$ cat src/rtl/writeback_unit.sv
// Write-back stage: queues completed results, drains one per cycle into the
// register file, and tracks which registers still await their result.
module writeback_unit #(
  parameter int DEPTH = 4
) (
  input  logic                     clock,
  input  logic                     reset,
  input  logic                     issueValid,
  input  logic [4:0]               issueReg,
  input  logic                     resultValid,
  output logic                     resultReady,
  input  logic [4:0]               resultReg,
  input  logic [31:0]              resultData,
  output logic                     rfWriteEnable,
  output logic [4:0]               rfWriteReg,
  output logic [31:0]              rfWriteData,
  output logic [31:0]              pendingMask,
  output logic [$clog2(DEPTH):0]   fifoCount,
  output logic                     orphanError
);

  localparam int PW = $clog2(DEPTH);
  localparam int CW = $clog2(DEPTH) + 1;

  logic [PW-1:0] r_head;
  logic [PW-1:0] r_tail;
  logic [CW-1:0] r_count;
  logic [4:0]    r_fifoReg  [DEPTH];
  logic [31:0]   r_fifoData [DEPTH];
  logic [31:0]   r_pending;
  logic          r_orphan;
  logic          r_we;
  logic [4:0]    r_wreg;
  logic [31:0]   r_wdata;

  logic          w_push;
  logic          w_pop;
  logic [4:0]    w_headReg;
  logic [31:0]   w_headData;
  logic          w_headWrites;
  logic [31:0]   w_setMask;
  logic [31:0]   w_clearMask;
  logic [31:0]   w_pendingNext;
  logic [CW-1:0] w_countNext;
  logic          w_orphanHit;

  // Ready comes only from the registered count, so a pop never frees a slot early.
  assign resultReady  = (r_count != CW'(DEPTH));
  assign w_push       = resultValid & resultReady;
  assign w_pop        = (r_count != {CW{1'b0}});
  assign w_headReg    = r_fifoReg[r_head];
  assign w_headData   = r_fifoData[r_head];
  assign w_headWrites = w_pop & (w_headReg != 5'd0);
  assign w_orphanHit  = w_push & (resultReg != 5'd0) & ~r_pending[resultReg];

  // Scoreboard next state: clear on write-back, then set on issue so set wins.
  always_comb begin
    w_setMask     = 32'd0;
    w_clearMask   = 32'd0;
    if (issueValid && issueReg != 5'd0) begin
      w_setMask = 32'd1 << issueReg;
    end else begin
      w_setMask = 32'd0;
    end
    if (w_headWrites) begin
      w_clearMask = 32'd1 << w_headReg;
    end else begin
      w_clearMask = 32'd0;
    end
    w_pendingNext = ((r_pending & ~w_clearMask) | w_setMask) & ~32'd1;
  end

  // Occupancy next state; push and pop together leave it unchanged.
  always_comb begin
    w_countNext = r_count;
    case ({w_push, w_pop})
      2'b10:   w_countNext = r_count + CW'(1);
      2'b01:   w_countNext = r_count - CW'(1);
      default: w_countNext = r_count;
    endcase
  end

  // Queue storage; contents beyond the pointers are don't-care, so no reset.
  always_ff @(posedge clock) begin
    if (w_push) begin
      r_fifoReg[r_tail]  <= resultReg;
      r_fifoData[r_tail] <= resultData;
    end
  end

  // Pointers, occupancy, scoreboard and sticky orphan flag.
  always_ff @(posedge clock or posedge reset) begin
    if (reset) begin
      r_head    <= {PW{1'b0}};
      r_tail    <= {PW{1'b0}};
      r_count   <= {CW{1'b0}};
      r_pending <= 32'd0;
      r_orphan  <= 1'b0;
    end else begin
      if (w_push) begin
        r_tail <= r_tail + PW'(1);
      end
      if (w_pop) begin
        r_head <= r_head + PW'(1);
      end
      r_count   <= w_countNext;
      r_pending <= w_pendingNext;
      if (w_orphanHit) begin
        r_orphan <= 1'b1;
      end
    end
  end

  // Register-file write port; a register-0 entry burns the slot without a strobe.
  always_ff @(posedge clock or posedge reset) begin
    if (reset) begin
      r_we    <= 1'b0;
      r_wreg  <= 5'd0;
      r_wdata <= 32'd0;
    end else begin
      r_we <= w_headWrites;
      if (w_headWrites) begin
        r_wreg  <= w_headReg;
        r_wdata <= w_headData;
      end
    end
  end

  assign rfWriteEnable = r_we;
  assign rfWriteReg    = r_wreg;
  assign rfWriteData   = r_wdata;
  assign pendingMask   = r_pending;
  assign fifoCount     = r_count;
  assign orphanError   = r_orphan;

endmodule
$ cat config.mk
export PLATFORM = sky130hd
export DESIGN_NAME = writeback_unit
export DESIGN_NICKNAME = d
export VERILOG_FILES = /design/src/rtl/writeback_unit.sv
export SDC_FILE = /design/constraint.sdc
export NUM_CORES = 1
export LEC_CHECK = 0
export BUFFER_PORTS_ARGS = -buffer_cell sky130_fd_sc_hd__buf_2
export CAP_MARGIN = 20
export CORE_MARGIN = 10
export CORE_UTILIZATION = 52
export CTS_CLUSTER_DIAMETER = 30
export DETAILED_ROUTE_END_ITERATION = 8
export PLACE_DENSITY = 0.76
export SLEW_MARGIN = 30
export SYNTH_ARGS = -nofsm -noshare
export SYNTH_HDL_FRONTEND = slang
export SYNTH_SLANG_ARGS = --single-unit
$ cat constraint.sdc
create_clock -name clock -period 2.35 [get_ports clock]
set_input_delay 0.1175 -clock clock [delete_from_list [all_inputs] [get_ports clock]]
set_output_delay 0.1175 -clock clock [all_outputs]
set_load 0.03 [all_outputs]
After elaboration in Yosys (flattened, before gate mapping) --
Memory sizes are Yosys's and may differ from the RTL's. A register that Yosys moved wholly into a read port is not among the register bits. Index checks and enable logic that the tools add are counted.
Storage, ports and cells: register bits after elaboration 45, word-level logic and storage cells 40, memories 2, RAM bits 148, output and inout bits 75
Cells by class: $lt $le $gt $ge 1, bitwise gates (word level) 8, add/sub/neg operators 4, shift operators 2, reduce and logical (&&, ||, !) cells 6, equality and inequality tests 3, multiplexer cells 7
Memories:
- r_fifoData | depth 4, bits a word 32, read ports 1, clocked after Yosys merged registers in 1, write ports 1, RTL line 29 | logic [31:0] r_fifoData [DEPTH];
- r_fifoReg | depth 4, bits a word 5, read ports 1, clocked after Yosys merged registers in 0, write ports 1, RTL line 28 | logic [4:0] r_fifoReg [DEPTH];
Operators by type and width (number):
- 2-to-1 mux 32 bit | 2
- << shifter 1 x 5 -> 32 bit (first input constant) | 2
- bitwise AND 32 bit | 1
- inverter 32 bit | 1
- bitwise OR 32 bit | 1
- nonzero test 5 bit | 3
- less-than comparator 5 x 6 -> 1 bit (second input constant) | 1
- case mux 3 bit (2 select lines) | 1
- binary-select mux 1 bit (select 5 bit) | 1
- adder 2 x 1 -> 2 bit (second input constant) | 2
- bitwise AND 1 bit | 4
- adder 3 x 1 -> 3 bit (second input constant) | 1
- 2-to-1 mux 1 bit | 3
- inequality test 3 bit (second input constant) | 1
- nonzero test 3 bit | 1
- subtractor 3 x 1 -> 3 bit (second input constant) | 1
- == test 2 x 1 -> 1 bit (second input constant) | 1
- == test 2 bit (second input constant) | 1
- nonzero test 2 bit | 1
- logical AND 1 bit | 1
- inverter 1 bit | 1

Longest topological paths before layout --
An unclocked memory read counts as a cell.
word-level depth 7, mapped depth 10, mapped depth without buffers 10

Worst setup path before layout --
OpenSTA, ideal clock, no wires.
path kind reg-to-reg, start point reg r_head[0], end point reg r_wdata[13] (netlist: rfWriteData[13]) (read register of r_fifoData), period minus slack after synthesis 2.528 ns, cell stages (with the launch flop) 9, data arrival time 2.403 ns, setup time 0.125 ns, buffers on the path 3, slack -0.178 ns, path through dfrtp_1 buf_4 mux4_2 or3_1 buf_2 nor3_2 nor2_2 buf_6 mux2_4
On the way: cells in the longest elaborated chain, start to end 3
Ends and longest elaborated chain:
- start: declaration | RTL line 25 | logic [PW-1:0] r_head;
- start signal: assignment | RTL line 94 | r_head <= {PW{1'b0}};
- start signal: assignment | RTL line 104 | r_head <= r_head + PW'(1);
- memory read (4 x 5 bit)
- nonzero test 5 bit | RTL line 53 | assign w_headWrites = w_pop & (w_headReg != 5'd0);
- bitwise AND 1 bit | RTL line 53
- end: declaration | RTL line 34 | logic [31:0] r_wdata;
Several ways; a longest one is shown, not always the timed one. A chain may end at the register's enable or synchronous reset.

Worst setup path in the final report --
start point reg r_head[0], end point reg r_wdata[14] (netlist: rfWriteData[14]) (read register of r_fifoData)
The elaborated chain is that of the path after synthesis.

==> impl_table.tex <==
\begin{tabular}{lr}
\hline
Metric & Value \\
\hline
\multicolumn{2}{l}{\textbf{Drt}} \\
\quad Total Wirelength & 20500 um \\
\quad Detailed Route Iter0 Violations & 344 \\
\quad Vias per std cell & 5.52 \\
\quad Routed wirelength normalized by instance count & 22.0 um \\
\quad First-pass DRT Iterations & 5 \\
\quad Number of nets with antenna violations after detailed routing & 0 \\
\quad DR vias & 5147 \\
\quad Post-route DRC & 0 \\
\multicolumn{2}{l}{\textbf{Yosys}} \\
\quad Post-synthesis compound-gate area fraction & 0.0419 \\
\quad Adder and majority gate portion of the synthesized area & 0.00929 \\
\quad Post-Synth XOR/XNOR Area & 0.00591 \\
\quad Area leader, netlist & sky130\_fd\_sc\_hd\_\_edfxtp\_1 \\
\quad Dominant combinational cell family by area after synthesis & multiplexers \\
\quad Top area cells in the synthesized netlist & sky130\_fd\_sc\_hd\_\_edfxtp\_1 50\%, sky130\_fd\_sc\_hd\_\_dfrtp\_1 22\%, sky130\_fd\_sc\_hd\_\_mux4\_2 10\% \\
\quad Register bit total from synthesis & 225 \\
\quad Post-synthesis mux area share & 0.171 \\
\quad Average instance area after synthesis & 18.3 sq um \\
\quad Net count after synthesis & 537 \\
\quad Synthesis warning total & 0 \\
\quad Number of library cell types mapped by synthesis & 43 \\
\quad Synth Instances & 485 \\
\quad Register area share after synthesis & 0.717 \\
\quad Simple-gate share of the synthesized area & 0.0410 \\
\quad Synthesized cell area & 8890 sq um \\
\quad Share of the synthesized area in the top cell type & 0.500 \\
\multicolumn{2}{l}{\textbf{GRT}} \\
\quad Global-route wire length before repair & 32100 um \\
\quad Maximum number of pins on one net before global-route repair & 42 \\
\quad Number of antenna violations at the first check in global routing & 0 \\
\quad GRT Resource Usage Total & 0.184 \\
\quad Via count of the first global-routing pass & 5673 \\
\quad Remaining global-route overflow & 0 \\
\multicolumn{2}{l}{\textbf{Timing}} \\
\quad Max Clk Rate & 0.440 GHz \\
\quad Unrepaired setup endpoints after global routing & false \\
\quad Final Hold Vio Count & 0 \\
\quad Minimum setup slack in the final design & 0.0771 ns \\
\quad Worst Max-Slew Pin Slew & 0.838 ns \\
\quad Max Transition Viols Final & 0 \\
\quad Final Cycle Share & 0.967 \\
\quad Final setup violation count & 0 \\
\quad Worst hold-check slack & 0.0166 ns \\
\quad Post-layout min period & 2.27 ns \\
\quad Worst slew margin relative to its limit & 0.441 \\
\quad Worst setup skew after layout & 0.0328 ns \\
\multicolumn{2}{l}{\textbf{Critical path}} \\
\quad Path type of the worst setup path & flip-flop to flip-flop \\
\quad Critical path data required time & 2.74 ns \\
\quad Endpoint kind of the worst setup timing path & flip-flop \\
\quad R2R setup slack & 0.08 ns \\
\quad Launch point of the worst path & r\_head[0] \\
\quad Largest fanout on the critical path & 15 \\
\quad Worst Setup EP & rfWriteData[14] \\
\quad Worst r2r src & r\_head[0] \\
\quad Arrival time reported for the critical path endpoint & 2.66 ns \\
\quad Length in cells of the worst reg-to-reg path & 6 \\
\quad Reg-to-Reg End & rfWriteData[14] \\
\quad Startpoint kind of the worst setup timing path & flip-flop \\
\multicolumn{2}{l}{\textbf{Clock tree}} \\
\quad Max Root-Sink Buffers & 3 \\
\quad Skew-Pair Late Insertion Delay & 0.53 ns \\
\quad TritonCTS Buffers & 38 \\
\quad TritonCTS clock tree & done \\
\quad Level count of the clock H-tree & 2 \\
\quad Clock root buffer master & sky130\_fd\_sc\_hd\_\_clkbuf\_16 \\
\quad Sinks on Clock Net & 225 \\
\quad Clock transition at path regs & 0.05 ns \\
\multicolumn{2}{l}{\textbf{Floorplan}} \\
\quad Die H & 151 um \\
\quad Number of top-level pins & 121 \\
\quad Floorplan Core Area & 16700 sq um \\
\quad Horiz. Die Dim & 151 um \\
\quad Number of core rows & 47 \\
\quad Starting density of the core & 0.532 \\
\quad Overall die area & 22700 sq um \\
\multicolumn{2}{l}{\textbf{Layout}} \\
\quad Post-layout utilization of the core & 0.699 \\
\quad Fraction of layout instances using a drive strength above 1 & 0.405 \\
\quad Finished layout cell area & 11700 sq um \\
\quad Net count, final & 735 \\
\quad Inserted Diodes & 0 \\
\quad Layout fillers & 1071 \\
\quad Count of placed standard cells in the final layout, fillers left out & 933 \\
\quad Layout-stage area growth over the synthesis result & 31.4\% \\
\multicolumn{2}{l}{\textbf{Pwr}} \\
\quad Power per standard cell area & 1570 nW/um\^{}2 \\
\quad Worst IR drop on VDD & 0.000978 V \\
\quad Static leakage & 0.00457 uW \\
\multicolumn{2}{l}{\textbf{Min path}} \\
\quad Kind of path behind the tightest hold check & primary input to flip-flop \\
\multicolumn{2}{l}{\textbf{Placed design}} \\
\quad Area of placed instances & 9900 sq um \\
\quad Worst slack at placement & 0.0299 ns \\
\quad Placed insts & 823 \\
\quad Number of input and output port buffers inserted & 119 \\
\quad RePlAce Congestion & 0.903 \\
\quad DP Wirelength & 12700 um \\
\multicolumn{2}{l}{\textbf{Status}} \\
\quad Outcome & completed \\
\multicolumn{2}{l}{\textbf{Job}} \\
\quad Max-cap violations & 0 \\
\hline
\end{tabular}
## power by group
part	internal (uW)	total, uW	switching (uW)
combinational	2630	6280	3650
sequential	5510	6180	665
clock	3850	5830	1980
total	12000	18300	6300
## synthesized netlist by cell type, drive strengths merged
cell and number:
nand2 15, or2 3, o2111ai 1, inv 8, a211oi 1, o21bai 1, a221o 1, mux2 37
nor3 4, nand4b 3, fa 1, buf 8, o21ai 65, a21oi 1, clkbuf 9, nor2b 4
mux2i 7, ha 5, conb 1, edfxtp 148, and2 1, or3 1, nor2 9, and3 4
nand2b 9, nand3b 4, dfrtp 77, xnor2 4, nand4 2, a22o 1, mux4 41, nand3 7
xor2 2
## worst min-delay path by stage
stage	startpoint	end	slack [ns]	cells after the start
after global placement	reset	rfWriteData[0]	0.30	2
after CTS	resultReg[1]	r_fifoReg[2][1]	0.01	1
after detailed placement	reset	rfWriteData[0]	0.31	2
after global routing	resultReg[2]	r_fifoReg[1][2]	0.02	1
final	resultReg[1]	r_fifoReg[2][1]	0.02	1
after floorplan	resultData[0]	r_fifoData[0][0]	0.22	0
## final cells by class
cell class | count | area [sq um] | area share
inverter | 8 | 31.3 | 0.00268
timing repair buffer | 175 | 1200 | 0.103
tap | 220 | 275 | 0.0236
multi-input combinational | 235 | 2420 | 0.207
sequential | 225 | 6370 | 0.546
clock inverter | 26 | 349 | 0.0299
clock buffer | 44 | 1020 | 0.0877
## per-stage QoR
stage	TNS, ns	total power [uW]
4_1_cts	0	18400
3_3_place_gp	0	12200
2_1_floorplan	-2.34	10500
6_report	0	18300
5_1_grt	0	19100
3_5_place_dp	0	12500
## per-layer routing
| metal | global-route usage | wire [um] | share of wire | up-vias |
|---|---|---|---|---|
| met1 | 0.223 | 7940 | 0.39 | 2618 |
| met2 | 0.309 | 10700 | 0.52 | 185 |
| met4 | 0.0707 | 438 | 0.021 | 0 |
| met5 | 0 | 0 | 0 | - |
| met3 | 0.0477 | 1470 | 0.072 | 37 |
| li1 | - | - | - | 2307 |
## worst max-delay path, stage by stage, from the launching register on
cell and delay, ns:
sky130_fd_sc_hd__dfrtp_2 0.43, sky130_fd_sc_hd__mux4_2 0.53, sky130_fd_sc_hd__or3_4 0.43, sky130_fd_sc_hd__nor3_4 0.17, sky130_fd_sc_hd__nor2_4 0.10, sky130_fd_sc_hd__buf_12 0.17, sky130_fd_sc_hd__mux2_1 0.33
## state kept, by name, summed over array words and instances (netlist names)
register       count
pendingMask       31
rfWriteEnable      1
orphanError        1
r_fifoData       128
rfWriteData       32
r_fifoReg         20
r_head             2
fifoCount          3
rfWriteReg         5
r_tail             2
## layout by cell type, fill, tap and decap left out, types with 3 or more instances in the layout
cell type,Yosys,routed
sky130_fd_sc_hd__clkinv_4,0,3
sky130_fd_sc_hd__nand2_1,15,15
sky130_fd_sc_hd__nor2b_1,4,4
sky130_fd_sc_hd__mux2_1,6,6
sky130_fd_sc_hd__inv_1,7,6
sky130_fd_sc_hd__o21ai_1,12,12
sky130_fd_sc_hd__clkbuf_16,0,39
sky130_fd_sc_hd__clkinv_2,0,3
sky130_fd_sc_hd__buf_12,0,7
sky130_fd_sc_hd__dlygate4sd3_1,0,40
sky130_fd_sc_hd__nand4b_1,3,3
sky130_fd_sc_hd__nand2b_1,9,9
sky130_fd_sc_hd__buf_2,1,119
sky130_fd_sc_hd__mux2i_1,7,7
sky130_fd_sc_hd__ha_1,5,5
sky130_fd_sc_hd__clkinvlp_4,0,5
sky130_fd_sc_hd__nand3_1,7,6
sky130_fd_sc_hd__inv_6,0,6
sky130_fd_sc_hd__nor2_1,8,8
sky130_fd_sc_hd__o21ai_0,53,53
sky130_fd_sc_hd__edfxtp_1,148,148
sky130_fd_sc_hd__xnor2_1,4,4
sky130_fd_sc_hd__mux2_4,29,29
sky130_fd_sc_hd__clkbuf_8,0,3
sky130_fd_sc_hd__mux4_2,41,41
sky130_fd_sc_hd__bufinv_16,0,6
sky130_fd_sc_hd__buf_4,2,9
sky130_fd_sc_hd__dfrtp_1,77,75
sky130_fd_sc_hd__nand3b_1,4,4
sky130_fd_sc_hd__and3_2,0,4
## logic make-up after synthesis
group,Yosys count
AOI/OAI and AO/OA,71
xor gates and xnor gates,6
adders and majority gates,6
buffers and inverters,25
DFF,225
muxes,85
other,1
and+or+nand+nor,66
## repair_timing
action                     in CTS  in global routing
setup buffers                   0                  0
hold endpoints to repair      186                  0
setup endpoints to repair       0                 22
hold buffers                   40                  0
gates resized for setup         0                  1
No activity file was read; power rests on OpenSTA's default activity.
